===== src/rtl/nxor_parity_scheduler_if.sv =====
// Request/response bundle between parity-checking clients and nxor_parity_scheduler.
// Requester k owns bit k of the per-requester vectors and req_data[k*N +: N].
interface nxor_parity_scheduler_if #(
    parameter int N   = 8,
    parameter int R   = 4,
    parameter int IDW = $clog2(R)
) ();
    logic [R-1:0]   req_valid;
    logic [R*N-1:0] req_data;
    logic [R-1:0]   req_last;
    logic [R-1:0]   req_ready;
    logic           rsp_valid;
    logic           rsp_data;
    logic [IDW-1:0] rsp_id;
    logic           rsp_ready;
    logic           busy;

    // Client side: drives beats, consumes responses.
    modport master (
        output req_valid, req_data, req_last, rsp_ready,
        input  req_ready, rsp_valid, rsp_data, rsp_id, busy
    );

    // Scheduler side.
    modport slave (
        input  req_valid, req_data, req_last, rsp_ready,
        output req_ready, rsp_valid, rsp_data, rsp_id, busy
    );
endinterface


===== src/rtl/nxor_parity_scheduler.sv =====
// Round-robin scheduler sharing one XNOR reduction unit among R requesters.
// Each granted frame is folded into one even-parity bit returned with the requester id.

// Combinational N-bit XNOR reduction; MODEL picks the coding style, the function is identical.
module UnaryNXOR #(
    parameter string MODEL = "Structural",
    parameter int    N     = 8
) (
    input  logic [N-1:0] a,
    output logic         y
);
    if (MODEL == "Behavioral") begin : g_beh
        // Fold bits one at a time starting from the XNOR identity.
        always_comb begin
            y = 1'b1;
            for (int i = 0; i < N; i++) begin
                y = y ^ a[i];
            end
        end
    end else if (MODEL == "DataFlow") begin : g_df
        assign y = ~^a;
    end else begin : g_str
        // Ripple chain of two-input XOR stages, one net per stage.
        for (genvar i = 0; i < N; i++) begin : g_st
            logic s;
            if (i == 0) begin : g_first
                assign s = a[0];
            end else begin : g_next
                assign s = g_st[i-1].s ^ a[i];
            end
        end
        assign y = ~g_st[N-1].s;
    end
endmodule

module nxor_parity_scheduler #(
    parameter string MODEL = "Structural",
    parameter int    N     = 8,
    parameter int    R     = 4
) (
    input  logic                   clk,
    input  logic                   rst_n,
    nxor_parity_scheduler_if.slave bus
);
    localparam int IDW = $clog2(R);

    typedef enum logic [1:0] {StIdle, StAccum, StResp} state_e;

    state_e         state_q, state_d;
    logic [IDW-1:0] gnt_q, gnt_d;
    logic [IDW-1:0] ptr_q, ptr_d;
    logic           acc_q, acc_d;
    logic           rsp_data_q, rsp_data_d;
    logic [IDW-1:0] rsp_id_q, rsp_id_d;

    logic [IDW-1:0] pick;
    logic [IDW-1:0] idx;
    logic           found;
    logic [N-1:0]   beats [R];
    logic [N-1:0]   beat;
    logic           beat_nx;
    logic           frame_bit;

    for (genvar k = 0; k < R; k++) begin : g_slice
        assign beats[k] = bus.req_data[k*N +: N];
    end

    assign beat = beats[gnt_q];

    UnaryNXOR #(
        .MODEL (MODEL),
        .N     (N)
    ) u_nxor (
        .a (beat),
        .y (beat_nx)
    );

    // Running XOR parity including the beat currently presented.
    assign frame_bit = acc_q ^ ~beat_nx;

    // Round-robin pick: first valid requester searching upward from ptr, wrapping.
    always_comb begin
        pick  = '0;
        idx   = '0;
        found = 1'b0;
        for (int i = 0; i < R; i++) begin
            idx = IDW'((int'(ptr_q) + i) % R);
            if (!found && bus.req_valid[idx]) begin
                found = 1'b1;
                pick  = idx;
            end
        end
    end

    // Next-state logic; the grant is held for the whole frame regardless of other requests.
    always_comb begin
        state_d    = state_q;
        gnt_d      = gnt_q;
        ptr_d      = ptr_q;
        acc_d      = acc_q;
        rsp_data_d = rsp_data_q;
        rsp_id_d   = rsp_id_q;
        unique case (state_q)
            StIdle: begin
                acc_d = 1'b0;
                if (found) begin
                    gnt_d   = pick;
                    state_d = StAccum;
                end
            end
            StAccum: begin
                if (bus.req_valid[gnt_q]) begin
                    if (bus.req_last[gnt_q]) begin
                        rsp_data_d = ~frame_bit;
                        rsp_id_d   = gnt_q;
                        state_d    = StResp;
                    end else begin
                        acc_d = frame_bit;
                    end
                end
            end
            StResp: begin
                if (bus.rsp_ready) begin
                    ptr_d   = IDW'((int'(gnt_q) + 1) % R);
                    state_d = StIdle;
                end
            end
            default: state_d = StIdle;
        endcase
    end

    // State and datapath registers; reset discards any frame in flight.
    always_ff @(posedge clk or negedge rst_n) begin
        if (!rst_n) begin
            state_q    <= StIdle;
            gnt_q      <= '0;
            ptr_q      <= '0;
            acc_q      <= 1'b0;
            rsp_data_q <= 1'b0;
            rsp_id_q   <= '0;
        end else begin
            state_q    <= state_d;
            gnt_q      <= gnt_d;
            ptr_q      <= ptr_d;
            acc_q      <= acc_d;
            rsp_data_q <= rsp_data_d;
            rsp_id_q   <= rsp_id_d;
        end
    end

    // Handshake outputs decode from registered state only.
    assign bus.req_ready = (state_q == StAccum) ? (R'(1) << gnt_q) : '0;
    assign bus.rsp_valid = (state_q == StResp);
    assign bus.rsp_data  = rsp_data_q;
    assign bus.rsp_id    = rsp_id_q;
    assign bus.busy      = (state_q != StIdle);
endmodule


===== src/flat_wrapper.sv =====
// flat-port wrapper written by rule: the top's interface ports become plain ports
module nxor_parity_scheduler_flat 
#(
    parameter string MODEL = "          ",
    parameter int    N     = 8,
    parameter int    R     = 4
)
  (clk, rst_n, bus_req_valid, bus_req_data, bus_req_last, bus_rsp_ready, bus_req_ready, bus_rsp_valid, bus_rsp_data, bus_rsp_id, bus_busy);
  nxor_parity_scheduler_if #(.N(N), .R(R)) bus_i ();
  input  logic clk;
  input  logic rst_n;
  input wire logic [$bits(bus_i.req_valid)-1:0] bus_req_valid;
  input wire logic [$bits(bus_i.req_data)-1:0] bus_req_data;
  input wire logic [$bits(bus_i.req_last)-1:0] bus_req_last;
  input wire logic [$bits(bus_i.rsp_ready)-1:0] bus_rsp_ready;
  output wire logic [$bits(bus_i.req_ready)-1:0] bus_req_ready;
  output wire logic [$bits(bus_i.rsp_valid)-1:0] bus_rsp_valid;
  output wire logic [$bits(bus_i.rsp_data)-1:0] bus_rsp_data;
  output wire logic [$bits(bus_i.rsp_id)-1:0] bus_rsp_id;
  output wire logic [$bits(bus_i.busy)-1:0] bus_busy;
  assign bus_i.req_valid = bus_req_valid;
  assign bus_i.req_data = bus_req_data;
  assign bus_i.req_last = bus_req_last;
  assign bus_i.rsp_ready = bus_rsp_ready;
  assign bus_req_ready = bus_i.req_ready;
  assign bus_rsp_valid = bus_i.rsp_valid;
  assign bus_rsp_data = bus_i.rsp_data;
  assign bus_rsp_id = bus_i.rsp_id;
  assign bus_busy = bus_i.busy;
  nxor_parity_scheduler #(.MODEL(MODEL), .N(N), .R(R)) u_core (.clk(clk), .rst_n(rst_n), .bus(bus_i));
endmodule

===== config.mk =====
export PLATFORM = sky130hd
export DESIGN_NAME = nxor_parity_scheduler_flat
export DESIGN_NICKNAME = d
export VERILOG_FILES = /design/src/rtl/nxor_parity_scheduler_if.sv /design/src/rtl/nxor_parity_scheduler.sv /design/src/flat_wrapper.sv
export SDC_FILE = /design/constraint.sdc
export NUM_CORES = 1
export LEC_CHECK = 0
export CAP_MARGIN = 15
export CORE_UTILIZATION = 40
export CTS_BUF_LIST = sky130_fd_sc_hd__clkbuf_8
export CTS_CLUSTER_SIZE = 25
export DETAILED_ROUTE_END_ITERATION = 10
export DONT_BUFFER_PORTS = 1
export HOLD_SLACK_MARGIN = 0.08
export PLACE_DENSITY = 0.51
export SETUP_SLACK_MARGIN = 0.2
export SLEW_MARGIN = 40
export SYNTH_ARGS = -nofsm -noshare
export SYNTH_HDL_FRONTEND = slang
export SYNTH_SLANG_ARGS = --single-unit

===== constraint.sdc =====
create_clock -name clk -period 2.8 [get_ports clk]
set_input_delay 0.84 -clock clk [delete_from_list [all_inputs] [get_ports clk]]
set_output_delay 0.84 -clock clk [all_outputs]
set_load 0.005 [all_outputs]

After elaboration in Yosys (flattened, before gate mapping)
Cells that the tools add are included.
{"block": "totals", "regBits": 10, "latchBits": 0, "ramBits": 0, "rom_bits": 0, "in_bits": 43, "out_inout_bits": 9, "elab_cells": 80, "mem_count": 0}
{"block": "classes", "addsub": 4, "multipliers": 0, "n_div": 0, "n_lt_le_gt_ge": 6, "eq_ne": 7, "shift": 1, "muxes": 32, "bitwise_logic": 10, "n_reduce_logical": 14}
{"op": "8-bit binary-select mux with 2-bit select", "count": 1}
{"op": "2-bit 2-to-1 mux", "count": 8}
{"op": "8-bit 2-to-1 mux", "count": 2}
{"op": "2-bit by 3-bit < comparator with 1-bit output, second input constant", "count": 5}
{"op": "1-bit binary-select mux with 2-bit select", "count": 6}
{"op": "1-bit 2-to-1 mux", "count": 12}
{"op": "1-bit bitwise XOR", "count": 8}
{"op": "2-bit by 1-bit != test with 1-bit output, second input constant", "count": 3}
{"op": "2-bit one-hot mux with 3 select lines", "count": 1}
{"op": "3-bit AND reduction", "count": 2}
{"op": "2-bit by 1-bit adder with 2-bit output, second input constant", "count": 2}
{"op": "2-bit adder, second input constant", "count": 2}
{"op": "4-bit 2-to-1 mux", "count": 1}
{"op": "2-bit != test, second input constant", "count": 2}
{"op": "2-bit AND reduction", "count": 2}
{"op": "4-bit AND reduction", "count": 1}
{"op": "2-bit nonzero test", "count": 2}
{"op": "1-bit by 2-bit << shifter with 4-bit output, first input constant", "count": 1}
{"op": "3-bit >= comparator, second input constant", "count": 1}
{"op": "1-bit logical AND", "count": 3}
{"op": "1-bit zero test", "count": 3}
{"op": "2-bit NOT with 3-bit output", "count": 1}
{"op": "2-bit by 1-bit == test with 1-bit output, second input constant", "count": 1}
{"op": "2-bit == test, second input constant", "count": 1}
{"op": "other kinds (3)", "count": 3}

Longest topological paths before layout
Gate-level depths: netlist of the first run.
{"block": "depth", "depth_word": 15, "mapped_depth": 7, "ltp_nobuf": 6}

Hierarchy
Synthesis of the first run repeated with hierarchy kept, for this count alone.
{"block": "hier_totals", "hier_cells": 83, "hier_area_um2": 938.4}
{"module": "nxor_parity_scheduler", "n_inst": 1, "cells_each": 76, "area_per_inst_um2": 877.1}
{"module": "UnaryNXOR", "n_inst": 1, "cells_each": 7, "area_per_inst_um2": 61.3}

Worst setup path after synthesis of the first run
No wires, ideal clock.
{"block": "synth_timing", "kind": "input-to-reg", "from": "input port bus_req_data[28]", "to": "register u_core.rsp_data_q, in the netlist u_core.bus.rsp_data", "setup_ps": 125, "arrival_ps": 2136, "t_required_ps": 2675, "path_slack_ps": 540, "stages": 6, "cell_sequence": "mux4_2 -> xnor2_2 -> xnor2_1 -> xnor2_1 -> xnor2_1 -> mux2_2"}
{"block": "synth_via", "elab_chain_len": 9}
{"item": "from (decl)", "line": "flat_wrapper.sv:13", "source": "input wire logic [$bits(bus_i.req_data)-1:0] bus_req_data;"}
{"item": "8-bit binary-select mux with 2-bit select", "line": "nxor_parity_scheduler.sv:68", "source": "assign beat = beats[gnt_q];"}
{"item": "8-bit 2-to-1 mux (not written as such) (2 in a row)", "line": "nxor_parity_scheduler.sv:68"}
{"item": "1-bit bitwise XOR (4 in a row)", "line": "nxor_parity_scheduler.sv:29", "source": "assign s = g_st[i-1].s ^ a[i];"}
{"item": "1-bit bitwise XOR", "line": "nxor_parity_scheduler.sv:79", "source": "assign frame_bit = acc_q ^ ~beat_nx;"}
{"item": "1-bit NOT", "line": "nxor_parity_scheduler.sv:114", "source": "rsp_data_d = ~frame_bit;"}
{"item": "to (signal assigned)", "line": "nxor_parity_scheduler.sv:146", "source": "rsp_data_q <= rsp_data_d;"}
{"item": "to (decl)", "line": "nxor_parity_scheduler.sv:53", "source": "logic rsp_data_q, rsp_data_d;"}
No other way between the ends. The select of a mux whose other input is x is not followed.
A chain may end at the register's enable or synchronous reset.

Worst setup path in the final report of the first run
{"block": "layout_timing", "from": "register u_core.gnt_q[0]", "to": "output port bus_req_ready[2]"}
{"block": "layout_via", "elab_chain_len": 2}
{"item": "from (decl)", "line": "nxor_parity_scheduler.sv:50", "source": "logic [IDW-1:0] gnt_q, gnt_d;"}
{"item": "from (signal assigned)", "line": "nxor_parity_scheduler.sv:143", "source": "gnt_q <= gnt_d;"}
{"item": "1-bit by 2-bit << shifter with 4-bit output", "line": "nxor_parity_scheduler.sv:152", "source": "assign bus.req_ready = (state_q == StAccum) ? (R'(1) << gnt_q) : '0;"}
{"item": "4-bit 2-to-1 mux", "line": "nxor_parity_scheduler.sv:152"}
{"item": "to (decl)", "line": "flat_wrapper.sv:16", "source": "output wire logic [$bits(bus_i.req_ready)-1:0] bus_req_ready;"}
No other way between the ends.

==> metrics.txt, run 1 <==
minimum clock period 2239 ps; Seq/Total Area, Yosys 0.2740; vias in the first global route 672; clk root buf clkbuf_8; total core area 2062 um2; Die Height 49.79 um; Synth Register Bits 10; initial drt markers 7; Routed WL 1.837 mm; layout cells sized above 1 0.1304; Setup Crit Path Kind reg2out; CTS Buf Count 3; crit path max fanout 9; Pins Over Slew Limit 0; IO Port Bufs 0; max-cap viol count 0; Clock Skew 2.031 ps; initial antenna violation count 0; required time worst endpoint 1960 ps; area leader, netlist dfrtp_1; synth-to-layout area growth 8.493%; Post-synth EDFFs 0; Post-CTS Setup Bufs 0; warnings from Yosys 0; DRT Pass-1 Iters 4; CTS Hold Bufs 0; RSZ-0062 raised after global routing false; Final Hold Fails 0; Longest Clk Path Bufs 2; Slew headroom 0.7245; # diodes 0; final non-filler cell total 119; gr usage total 0.1707; Num Clock Sinks 10; post-synthesis async set-or-reset flop share 1.000; dpl cells 115; drt wl/cell 15.44 um; CTS-repair resized insts 0; status completed; final core utilization 0.4806; CTS tree yes; Cells after Synth 89; Via density 5.361; final period utilization 0.7996; site row count 16; Synth cell types 26; Arr. time, crit path 1400 ps; DRC viols 0; GP Congestion 0.6619; HP Class in2async; Multi-input gate area 629.4 um2; commonest cells in the netlist dfrtp_1 (10), xnor2_1 (9), xor2_1 (8), mux2i_1 (6), nand2_1 (6); Worst-path clk slew 50 ps; Skew-Pair Late Insertion Delay 230 ps; IO Count 52; first-pass GRT wire length 3.153 mm; Avg Cell Area, Syn 10.26 um2; largest cells by area after synthesis dfrtp_1 (27%), mux4_1 (8.6%), xnor2_1 (8.6%); most common cell in the netlist dfrtp_1; post-synthesis net count 136; Synth Cell Area 913.4 um2; H-tree Lvls 1; share of the synthesized area in the top cell type 0.2740; Total Power 981.2 uW; Detailed Place HPWL 1.478 mm; Main synth FF type dfrtp_1; die area 2479 um2; largest net degree at the start of global routing 11; Layout fillers 197; Initial Util 0.4430; Final Net Count 140; static leakage 0.0004420 uW; # setup viols final 0; via count 638; crit end category output pin; setup_tns 0 ps; antenna violation net count after detailed routing 0; Critical Path Source Type register; Slew @ Worst Pin 413.3 ps; PwrDens 990.2 nW/um2; GRT Residual Overflow 0; Max IR drop VDD 0.0004997 V; FF+latch area 250.2 um2; die width 49.79 um; fmax 446.7 MHz
==> cell families after synthesis <==
family | synth area share
AO/OA/AOI/OAI | 0.07945
XOR/XNOR | 0.1808
adder cells (fa/ha/maj) | 0.05480
buffers and inverters | 0.03698
AND/OR/NAND/NOR | 0.1356
flip-flops | 0.2740
multiplexers | 0.2384
==> layout make-up <==
cell class / count / area share
sequential: 10 / 0.2525
multi-input combinational: 72 / 0.6351
inverter: 6 / 0.02273
tap: 27 / 0.03409
clock buffer: 4 / 0.05556
==> sequential cells by signal, summed over array words and instances, names as in the netlist <==
signal and cells:
u_core.gnt_q 2, u_core.bus.rsp_data 1, u_core.state_q 2, u_core.bus.rsp_id 2, u_core.acc_q 1, u_core.ptr_q 2
==> critical path, stage by stage (launching register included) <==
cell and delay (ps):
dfrtp_1 590, inv_2 200, ha_1 230, and2_1 150
==> worst paths after layout <==
kind,startpoint,endpoint,slack (ps),cells past startpoint
min reg2reg,u_core.bus.rsp_id[0],u_core.bus.rsp_id[0],500,2
max,u_core.gnt_q[0],bus_req_ready[2],560,3
max in group asynchronous,rst_n,u_core.gnt_q[0],2430,0
max reg2reg,u_core.gnt_q[0],u_core.bus.rsp_data,620,6
min in group clk,u_core.bus.rsp_id[0],u_core.bus.rsp_id[0],500,2
min,rst_n,u_core.acc_q,300,0
==> routing by layer <==
layer	global-route usage	wire, um	vias to the layer above
li1	-	-	317
met1	0.2092	813	297
met2	0.2838	895	24
met3	0.06790	129	0
met4	0.02857	0	0
met5	0	0	-
==> where the power goes <==
part           leakage, uW  total, uW  internal (uW)  switching [uW]
registers         0.000126        307            213            93.5
clock network    0.0000288        181            124            57.2
logic             0.000288        494            268             226
total             0.000442        981            604             377
==> cell usage in the layout, fill, tap and decap left out <==
cell type / n
nand2b_1: 4
mux2i_1: 6
mux2_2: 3
xnor2_1: 9
and2_1: 5
o41ai_1: 1
inv_1: 5
o22ai_1: 1
xor2_1: 8
or2_2: 1
ha_1: 4
inv_2: 1
xnor2_2: 1
nor2b_1: 1
dfrtp_1: 10
nor2_1: 3
a211oi_1: 1
or4_1: 1
clkbuf_8: 4
nand3b_1: 1
a21oi_1: 5
mux4_2: 2
mux4_1: 3
nand2_1: 6
o21ai_0: 5
and3_1: 1
==> per-stage QoR <==
step           worst slack (ps)  area, um2  hold slack, ps
6_report                  561.1      991.0           296.3
5_1_grt                   438.8      991.0           281.9
4_1_cts                   530.4      991.0           288.8
3_5_place_dp              468.5      935.9           493.3
3_3_place_gp              499.0      935.9           492.0
2_1_floorplan             539.8      913.4           460.9
Note: power is estimated with default switching activity, not from simulation.
==> inputs of run 2 (changes only) <==
PLACE_DENSITY = 0.53   (was 0.51)
clock period = 1.87 ns   (was 2.8 ns; I/O delays follow)
==> run 2 against run 1 <==
Net effect:
- the flow now finishes with violations (negative setup slack)
- count of clock-buffer cells in the layout did not move
- design area up 17%
- non-clock buffer count increased by 12
- total power is 83% higher
- setup slack lost 660 ps
- critical path type is now reg2reg
- wire length grew 14%
- die area stayed put
- critical path depth up 3
- register-to-register slack worse by 720 ps
- hold slack better by 130 ps
- final cell count rose by 10%
- critical endpoint is now u_core.bus.rsp_data
==> metrics.txt, run 2 (synthesis results as in run 1) <==
Final Net Count 152 (+8.6%); Slew headroom 0.6835 (-0.04092); # diodes 0 (unchanged); Final Hold Fails 0 (unchanged); vias in the first global route 699 (+4.0%); IO Port Bufs 0 (unchanged); largest net degree at the start of global routing 11 (unchanged); RSZ-0062 raised after global routing true; IO Count 52 (unchanged); drt wl/cell 15.99 um (+3.6%); R2R depth 6 (unchanged); # setup viols final 2 (+2); Place WS -181.9 ps (-650.4 ps); GRT Residual Overflow 0 (unchanged); Longest Clk Path Bufs 2 (unchanged); Critical Path End u_core.bus.rsp_data; Clock Power Share 0.152 (-0.032); fmax 507.8 MHz; GP Congestion 0.6976 (+5.4%); die width 49.79 um (unchanged); Worst-path clk slew 50 ps (about the same); required time worst endpoint 1990 ps (+30 ps); CTS Buf Count 3 (unchanged); gr usage total 0.1844 (+0.01375); Initial Util 0.4430 (unchanged); site row count 16 (unchanged); layout cells sized above 1 0.3269 (+0.1965); Seq pwr share 0.245 (-0.067); initial antenna violation count 0 (unchanged); most frequent cells in the layout xnor2_1 (9), dfrtp_1 (9), xor2_1 (8); status finished, violations left; Routed WL 2.095 mm (+14%); Detailed Place HPWL 1.723 mm (+17%); first-pass GRT wire length 3.270 mm (+3.7%); Arr. time, crit path 2090 ps (+690 ps); capturing point of the worst reg2reg path u_core.bus.rsp_data; combinational share of power 0.604 (+0.101); PwrDens 1546 nW/um2 (+56%); Layout Cell Area excl Fill 1161 um2 (+17%); Critical Path Source Type register; total core area 2062 um2 (unchanged); max-cap viol count 0 (unchanged); Pins Over Slew Limit 0 (unchanged); antenna violation net count after detailed routing 0 (unchanged); Int Power 1129 uW (+87%); worst setup path start u_core.gnt_q[0]; via count 708 (+11%); minimum clock period 1969 ps; PnR worst setup slack -99.45 ps (-660.6 ps); Clock Skew 0.8801 ps (-1.151 ps); crit end category register; Area after DPL 996.0 um2 (+6.4%); synth-to-layout area growth 27.12%; final period utilization 1.053; failing checks negative setup slack; switching power 666.0 uW (+77%); Die Height 49.79 um (unchanged); clk root buf clkbuf_8; crit path max fanout 3 (-6); DRT Pass-1 Iters 2 (-2); CTS tree yes; Setup Crit Path Kind reg2reg; register-to-register setup slack -100 ps (-720 ps); H-tree Lvls 1 (unchanged); Max IR drop VDD 0.0009648 V (+93%); initial drt markers 1 (-6); Via density 5.405 (+0.81%); static leakage 0.0005152 uW (+17%); die area 2479 um2 (unchanged); Skew-Pair Late Insertion Delay 240 ps (about the same); Reg2Reg Launch Point u_core.gnt_q[0]; DRC viols 0 (unchanged); HP Class in2reg; Sw Ratio 0.3710 (-0.01313); Slew @ Worst Pin 473.1 ps (+59.83 ps); Num Clock Sinks 10 (unchanged); Layout fillers 183 (-7.1%)
## run 2: final cells by class
type	instances	area [um2]	share of cell area
multi-input combinational	72	674.4	0.5808
sequential	10	251.5	0.2166
timing repair buffer	12	116.4	0.1002
clock buffer	4	55.05	0.04741
tap	27	33.78	0.02909
inverter	6	30.03	0.02586
## run 2: stage by stage
step,cells,power (uW),util,hold slack (ps),setup TNS (ps)
5_1_grt,131,1935,0.5631,419.3,-250.0
6_report,131,1795,0.5631,426.7,-106.9
4_1_cts,128,1624,0.5176,420.9,-362.5
3_5_place_dp,123,1322,0.4830,265.6,-253.2
2_1_floorplan,89,1082,-,265.4,-85.25
3_3_place_gp,123,1294,0.4830,265.6,-160.5
## run 2: layer usage
| metal | part of all wire | global-route usage |
|---|---|---|
| met1 | 0.40 | 0.2192 |
| met3 | 0.081 | 0.08333 |
| met4 | 0.012 | 0.07143 |
| met2 | 0.51 | 0.2883 |
| met5 | 0 | 0 |
## run 2: timing repair
item / CTS / global route
buffers inserted: 0 / 3
endpoints found under the setup margin: 10 / 10
hold buffers: 1 / 0
endpoints found under the hold margin: 10 / 0
cloned: 0 / 0
pin swaps: 0 / 4
resized for setup: 3 / 18
## run 2: power groups by stage
stage               Clock, uW  Combinational [uW]  Sequential (uW)
finish                    272                1080              439
global route              292                1180              460
CTS                       280                 909              435
detailed placement          0                 888              434
global placement            0                 869              425
floorplan                   0                 676              406
## run 2: how the worst min path moves through the flow
| stage | startpoint | end | slack [ps] | cells past startpoint |
|---|---|---|---|---|
| after CTS | bus_rsp_ready | u_core.state_q[1] | 420 | 1 |
| after global placement | rst_n | u_core.bus.rsp_id[1] | 270 | 0 |
| final | bus_rsp_ready | u_core.state_q[1] | 430 | 1 |
| after global routing | bus_rsp_ready | u_core.state_q[1] | 420 | 1 |
| after detailed placement | rst_n | u_core.bus.rsp_id[1] | 270 | 0 |
| after floorplan | rst_n | u_core.acc_q | 270 | 0 |
## run 2: worst max-delay path, stage by stage (launching register included)
cell,delay (ps)
dfrtp_2,400
mux4_2,550
xnor2_2,160
xnor2_1,190
xnor2_1,160
xnor2_1,120
mux2_2,280
==> inputs of run 3 (changes only) <==
PLACE_DENSITY = 0.51   (was 0.53)
clock period = 1.85 ns   (was 1.87 ns; I/O delays follow)
==> run 3 against run 2 <==
Net effect:
- the flow still finishes with violations (negative setup slack)
- core utilization is 3.1 points higher
- sequential share of layout area shrank 1.2 points
- final cell count up 3.1%
- sequential cell count is the same
- design area increased by 5.5%
- total power is 6.2% higher
- die area unchanged
- via count up 2.7%
==> metrics.txt, run 3 (synthesis results as in run 1) <==
gr usage total 0.1891 (+0.004668); crit path max fanout 3 (unchanged); Longest Clk Path Bufs 2 (unchanged); Highest Signal Layer met4; PnR worst setup slack -93.81 ps (+5.641 ps); DRC viols 0 (unchanged); max-cap viol count 0 (unchanged); Cell Chain, Critical Path mux4_2, xnor2_2, xnor2_1, xnor2_1, xnor2_1, mux2_2; minimum clock period 1944 ps (-25.64 ps); CP max-delay cell mux4_2; initial antenna violation count 0 (unchanged); Detailed Place HPWL 1.603 mm (-7.0%); failing checks negative setup slack; Arr. time, crit path 2060 ps (-30 ps); dpl cells 122 (-0.81%); # setup viols final 2 (unchanged); vias in the first global route 687 (-1.7%); Slew headroom 0.6832 (about the same); initial drt markers 8 (+7); largest net degree at the start of global routing 11 (unchanged); crit end category register; die area 2479 um2 (unchanged); DRT Pass-1 Iters 4 (+2); site row count 16 (unchanged); Slew @ Worst Pin 473.6 ps (+0.4646 ps); synth-to-layout area growth 34.11%; WL met3 176 um (+4.1%); Hold WS 407.3 ps (-19.36 ps); Final Net Count 157 (+3.3%); final non-filler cell total 135 (+3.1%); Skew-Pair Late Insertion Delay 230 ps (about the same); GP Congestion 0.7280 (+4.4%); Worst-path clk slew 50 ps (about the same); Max IR drop VDD 0.0006768 V (-30%); via count 727 (+2.7%); Place WS -166.8 ps (+15.14 ps); Critical Path Source Type register; Most common cell on crit path xnor2_1; Clock Skew 2.547 ps (+1.667 ps); layout cells sized above 1 0.4167 (+0.08974); H-tree Lvls 1 (unchanged); Initial Util 0.4430 (unchanged); drt wl/cell 15.58 um (-2.6%); Total Power 1906 uW (+6.2%); Setup Crit Path Kind reg2reg; PwrDens 1556 nW/um2 (+0.64%); total core area 2062 um2 (unchanged); met2 wire length 1.013 mm (-4.3%); status finished, violations left; commonest non-fill, non-tap cell in the layout dfrtp_1; final period utilization 1.051 (-0.002474); fmax 514.5 MHz (+1.3%); setup_tns -105.8 ps (+1.011 ps); first-pass GRT wire length 3.312 mm (+1.3%); GRT Residual Overflow 0 (unchanged); Worst path max stage delay 560 ps (about the same); die width 49.79 um (unchanged); # diodes 0 (unchanged); antenna violation net count after detailed routing 0 (unchanged); HP Class in2reg; Routed WL 2.103 mm (+0.38%); IO Port Bufs 0 (unchanged); Pins Over Slew Limit 0 (unchanged); static leakage 0.0005425 uW (+5.3%); CTS Buf Count 3 (unchanged); Via density 5.385 (-0.36%); Die Height 49.79 um (unchanged); CTS tree yes; RSZ-0062 raised after global routing true; most frequent cells in the layout dfrtp_1 (10), xnor2_1 (9), xor2_1 (8), buf_4 (8), buf_6 (8); Num Clock Sinks 10 (unchanged); IO Count 52 (unchanged); clk root buf clkbuf_8; required time worst endpoint 1970 ps (-20 ps); Final Hold Fails 0 (unchanged); M1 WL 872 um (+3.7%)
[run 3: cell types whose count changed in the layout (fill, tap and decap cells not counted), moves of 2 or more]
| cell | change |
|---|---|
| buf_6 | +5 |
| and2_1 | -2 |
| nand2_2 | +2 |
| o21ai_1 | +3 |
| o21ai_0 | -3 |
| and2_4 | +2 |
| nand2_1 | -3 |
[run 3: timing repair]
item	CTS	global route
buffers inserted	6	3
resized for setup	34	3
hold buffers	1	0
pin swaps	6	2
endpoints found under the setup margin	10	10
hold endpoints to repair	10	0
[run 3: worst max-delay path, delay by kind of cell (launching register included)]
family / cells / cell delay, ps
xor gates and xnor gates: 4 / 590
muxes: 2 / 820
DFF: 1 / 410
[run 3: per-stage QoR]
step                utilization  instance area (um2)
floorplan                     -                917.1
global placement         0.4812                992.2
detailed placement       0.4812                992.2
CTS                      0.5783                 1192
global route             0.5941                 1225
finish                   0.5941                 1225
[run 3: final timing paths]
path,start,endpoint,slack [ps],cells after the start
setup / recovery,u_core.gnt_q[0],u_core.bus.rsp_data,-90,6
hold / removal,bus_rsp_ready,u_core.state_q[1],410,1
setup reg to reg,u_core.gnt_q[0],u_core.bus.rsp_data,-90,6
hold reg to reg,u_core.bus.rsp_id[0],u_core.bus.rsp_id[0],520,2
max in group asynchronous,rst_n,u_core.bus.rsp_data,810,1
min in group asynchronous,rst_n,u_core.ptr_q[0],720,1
[run 3: layer usage]
metal,global-route usage,vias to the layer above
met4,0.1000,0
li1,-,346
met5,0,-
met2,0.2838,30
met1,0.2351,346
met3,0.06790,5
[run 3: cell type report]
class | instances | area, um2
Clock buffer | 3 | 41.29
Fill cell | 183 | 837.1
Inverter | 6 | 30.03
Multi-Input combinational cell | 72 | 709.4
Sequential cell | 10 | 250.2
Tap cell | 27 | 33.78
Timing Repair Buffer | 17 | 160.2
[run 3: where the power goes]
group          switching (uW)  internal (uW)
clock                    81.1            142
combinational             518            720
sequential                122            323
total                     721           1190
==> RTL change 1 (flow settings as in run 3) <==
Re-encode `state_e` (3 states) as one-hot, 3 bits wide.
--- a/src/rtl/nxor_parity_scheduler.sv
+++ b/src/rtl/nxor_parity_scheduler.sv
@@ -45,5 +45,5 @@
     localparam int IDW = $clog2(R);
 
-    typedef enum logic [1:0] {StIdle, StAccum, StResp} state_e;
+    typedef enum logic [2:0] {StIdle = 3'b001, StAccum = 3'b010, StResp = 3'b100} state_e;
 
     state_e         state_q, state_d;
Function: same outputs for any inputs over 10 cycles, from zero or initial values and one cycle with rst_n low; not proved beyond that.
==> RTL change 1 against run 3 <==
- the flow still finishes with violations (negative setup slack)
- critical path type is now in2reg
- clock skew grew 0.56 ps
- synthesized area grew 5.3%
- via count shrank 0.41%
- sequential cell count grew 1
- core utilization shrank 5.5 points
- total power shrank 9.1%
- routed wire length shrank 4.9%
- largest power group unchanged
- design area shrank 1.6%
- largest cell class unchanged
- worst setup slack gained 87 ps
==> RTL change 1: results <==
INSERT INTO impl_metrics (metric_group, metric, value, unit) VALUES
('synth', 'synth-seq-area-share', '28.74', '%'),
('timing', 'worst-slew-pin-transition', '567.0', 'ps'),
('power_and_ir_drop', 'pg_comb', '1.04', 'mW'),
('layout', 'sh_seq_area', '23.05', '%'),
('synth', 'syn_nets', '134', ''),
('synth', 'synthTopCellsByArea', 'sky130_fd_sc_hd__dfrtp_1 26%, sky130_fd_sc_hd__mux4_1 11%, sky130_fd_sc_hd__xnor2_1 8.2%, sky130_fd_sc_hd__ha_1 5.2%, sky130_fd_sc_hd__mux4_2 4.7%', ''),
('timing', 'post-route-worst-setup-slack', '-6.694', 'ps'),
('placement', 'cell_area_after_placement', '1051', 'µm²'),
('layout', 'non_clock_buffer_area_share', '10.80', '%'),
('power_and_ir_drop', 'power.ir.vdd_worst', '679.3', 'µV'),
('placement', 'place_congestion', '0.7030', ''),
('detailed_routing', 'dr_wl_cell', '15.14', 'µm'),
('outcome', 'violations', 'negative setup slack', ''),
('layout', 'nNonClkInverters', '4', ''),
('timing', 'timing.final.setup_violations', '1', ''),
('placement', 'hpwlAfterDp', '1513', 'µm'),
('synth', 'synth_compound_area_share', '11.96', '%'),
('outcome', 'outcome', 'finished, violations left', ''),
('placement', 'place_ws', '-176.2', 'ps'),
('synth', 'synth_instances', '87', '');
==> RTL change 1: worst paths after layout <==
| check | startpoint | to | slack, ps | cells after the start |
|---|---|---|---|---|
| max | bus_req_data[4] | u_core.bus.rsp_data$_DFFE_PN0P_ | -7 | 5 |
| min reg2reg | u_core.bus.rsp_id[1]$_DFFE_PN0P_ | u_core.bus.rsp_id[1]$_DFFE_PN0P_ | 500 | 2 |
| min in group clk | bus_rsp_ready | u_core.state_q[2]$_DFFE_PN0P_ | 410 | 1 |
| min | rst_n | u_core.state_q[0]$_DFFE_PN1P_ | 160 | 0 |
| max reg2reg | u_core.gnt_q[1]$_DFFE_PN0P_ | u_core.bus.rsp_data$_DFFE_PN0P_ | -7 | 5 |
| max in group asynchronous | rst_n | u_core.gnt_q[0]$_DFFE_PN0P_ | 790 | 1 |
==> RTL change 2 (flow settings as in run 3) <==
Without the edit above. `R` is set to 4 in 3 places; all go to 8.
--- a/src/rtl/nxor_parity_scheduler_if.sv
+++ b/src/rtl/nxor_parity_scheduler_if.sv
@@ -3,5 +3,5 @@
 interface nxor_parity_scheduler_if #(
     parameter int N   = 8,
-    parameter int R   = 4,
+    parameter int R   = 8,
     parameter int IDW = $clog2(R)
 ) ();
--- a/src/rtl/nxor_parity_scheduler.sv
+++ b/src/rtl/nxor_parity_scheduler.sv
@@ -37,5 +37,5 @@
     parameter string MODEL = "Structural",
     parameter int    N     = 8,
-    parameter int    R     = 4
+    parameter int    R     = 8
 ) (
     input  logic                   clk,
--- a/src/flat_wrapper.sv
+++ b/src/flat_wrapper.sv
@@ -4,5 +4,5 @@
     parameter string MODEL = "          ",
     parameter int    N     = 8,
-    parameter int    R     = 4
+    parameter int    R     = 8
 )
   (clk, rst_n, bus_req_valid, bus_req_data, bus_req_last, bus_rsp_ready, bus_req_ready, bus_rsp_valid, bus_rsp_data, bus_rsp_id, bus_busy);
Ports: changed (5 resized); port bits go from 52 to 97. The function was not compared with the original's and may differ.
==> RTL change 2 against run 3 <==
- the flow still finishes with violations (negative setup slack)
- total power rose to 3.1 times the old value
- design area rose by 120%
- non-clock buffer count rose by 32
- sequential share of layout area fell by 8.3 points
- critical path depth rose by 3
- worst setup slack got worse by 490 ps
- count of clock-buffer cells in the layout did not move
- die area rose by 130%
- clock skew rose by 3.4 ps
- sequential cell count rose by 3
- routed wire length rose to 2.8 times the old value
- synthesized area rose by 130%
- largest cell class unchanged
- largest power group unchanged
- highest routed layer unchanged
==> RTL change 2: results <==
INSERT INTO impl_metrics (metric_group, metric, value, unit) VALUES
('outcome', 'violations', 'negative setup slack', ''),
('critical_path', 'rr_startpoint', 'u_core.ptr_q[1]$_DFFE_PN0P_', ''),
('timing', 'timing.final.setup_violations', '17', ''),
('timing', 'post-route-worst-setup-slack', '-584.6', 'ps'),
('power_and_ir_drop', 'power.static_leakage', '1.101', 'nW'),
('placement', 'cell_area_after_placement', '2571', 'µm²'),
('critical_path', 'cp_arrival', '2550', 'ps'),
('detailed_routing', 'postRouteWirelength', '5948', 'µm'),
('critical_path', 'path_max_fanout', '5', ''),
('detailed_routing', 'met3WireLength', '349', 'µm'),
('global_route', 'globalRouteMet3Util', '2.677', '%'),
('layout', 'layout.clock.cell_area_share', '1.681', '%'),
('global_route', 'grt.met1_usage', '22.17', '%'),
('outcome', 'outcome', 'finished, violations left', ''),
('global_route', 'global_route.usage.met2', '42.34', '%'),
('layout', 'post_layout_nonfiller_instances', '335', ''),
('global_route', 'gr-usage-all-layers', '20.76', '%'),
('timing', 'fin_worst_skew', '5.985', 'ps'),
('critical_path', 'timing.critical_path.slowest_cell_delay', '590', 'ps'),
('worst_hold_path', 'worstHoldPathCells', '2', '');
RTL change 2: cell count changes in the layout (fill, tap and decap cells not counted), moves of 4 or more:
cell / change
sky130_fd_sc_hd__mux4_2: +17
sky130_fd_sc_hd__buf_6: -6
sky130_fd_sc_hd__and2_4: -5
sky130_fd_sc_hd__buf_4: +37
sky130_fd_sc_hd__mux2_4: +4
sky130_fd_sc_hd__inv_1: +4
sky130_fd_sc_hd__ha_1: +7
sky130_fd_sc_hd__nor3_1: +5
sky130_fd_sc_hd__nor2_1: +10
sky130_fd_sc_hd__mux2i_1: +4
sky130_fd_sc_hd__xnor2_1: +11
sky130_fd_sc_hd__nand2_1: +23
sky130_fd_sc_hd__o21ai_0: +8
RTL change 2: worst max-delay path by stage:
| stage | start | to | slack, ps | cells past startpoint |
|---|---|---|---|---|
| 4_1_cts | u_core.ptr_q[1]$_DFFE_PN0P_ | u_core.gnt_q[1]$_DFFE_PN0P_ | -570 | 9 |
| 5_1_grt | u_core.ptr_q[1]$_DFFE_PN0P_ | u_core.gnt_q[1]$_DFFE_PN0P_ | -700 | 9 |
| 6_report | u_core.ptr_q[1]$_DFFE_PN0P_ | u_core.gnt_q[1]$_DFFE_PN0P_ | -580 | 9 |
| 2_1_floorplan | u_core.ptr_q[0]$_DFFE_PN0P_ | u_core.gnt_q[1]$_DFFE_PN0P_ | -690 | 11 |
| 3_5_place_dp | u_core.ptr_q[1]$_DFFE_PN0P_ | u_core.gnt_q[1]$_DFFE_PN0P_ | -570 | 9 |
| 3_3_place_gp | u_core.ptr_q[1]$_DFFE_PN0P_ | u_core.gnt_q[1]$_DFFE_PN0P_ | -540 | 9 |
RTL change 2: report_power, final:
| group | internal [mW] | switching (mW) | leakage (nW) |
|---|---|---|---|
| combinational | 2.65 | 2.33 | 0.916 |
| sequential | 0.423 | 0.189 | 0.158 |
| clock | 0.146 | 0.0973 | 0.0269 |
| total | 3.22 | 2.61 | 1.10 |
RTL change 2: cells by family (layout without fill, tap and decap cells):
| family | after synthesis | count (layout) | share of synthesized area [%] |
|---|---|---|---|
| fa+ha+maj | 8 | 8 | 4.728 |
| flops | 13 | 13 | 15.37 |
| xor+xnor | 26 | 26 | 11.41 |
| buf+inv | 23 | 65 | 5.378 |
| simple gates | 68 | 68 | 15.49 |
| mux | 44 | 44 | 34.63 |
| compound gates | 41 | 41 | 13.00 |
RTL change 2: timing repair:
| item | in CTS | in global routing |
|---|---|---|
| endpoints found under the hold margin | 13 | 0 |
| gates resized for setup | 7 | 2 |
| buffers inserted | 3 | 0 |
| hold buffers | 1 | 0 |
| endpoints found under the setup margin | 18 | 19 |
| pin swaps | 2 | 0 |
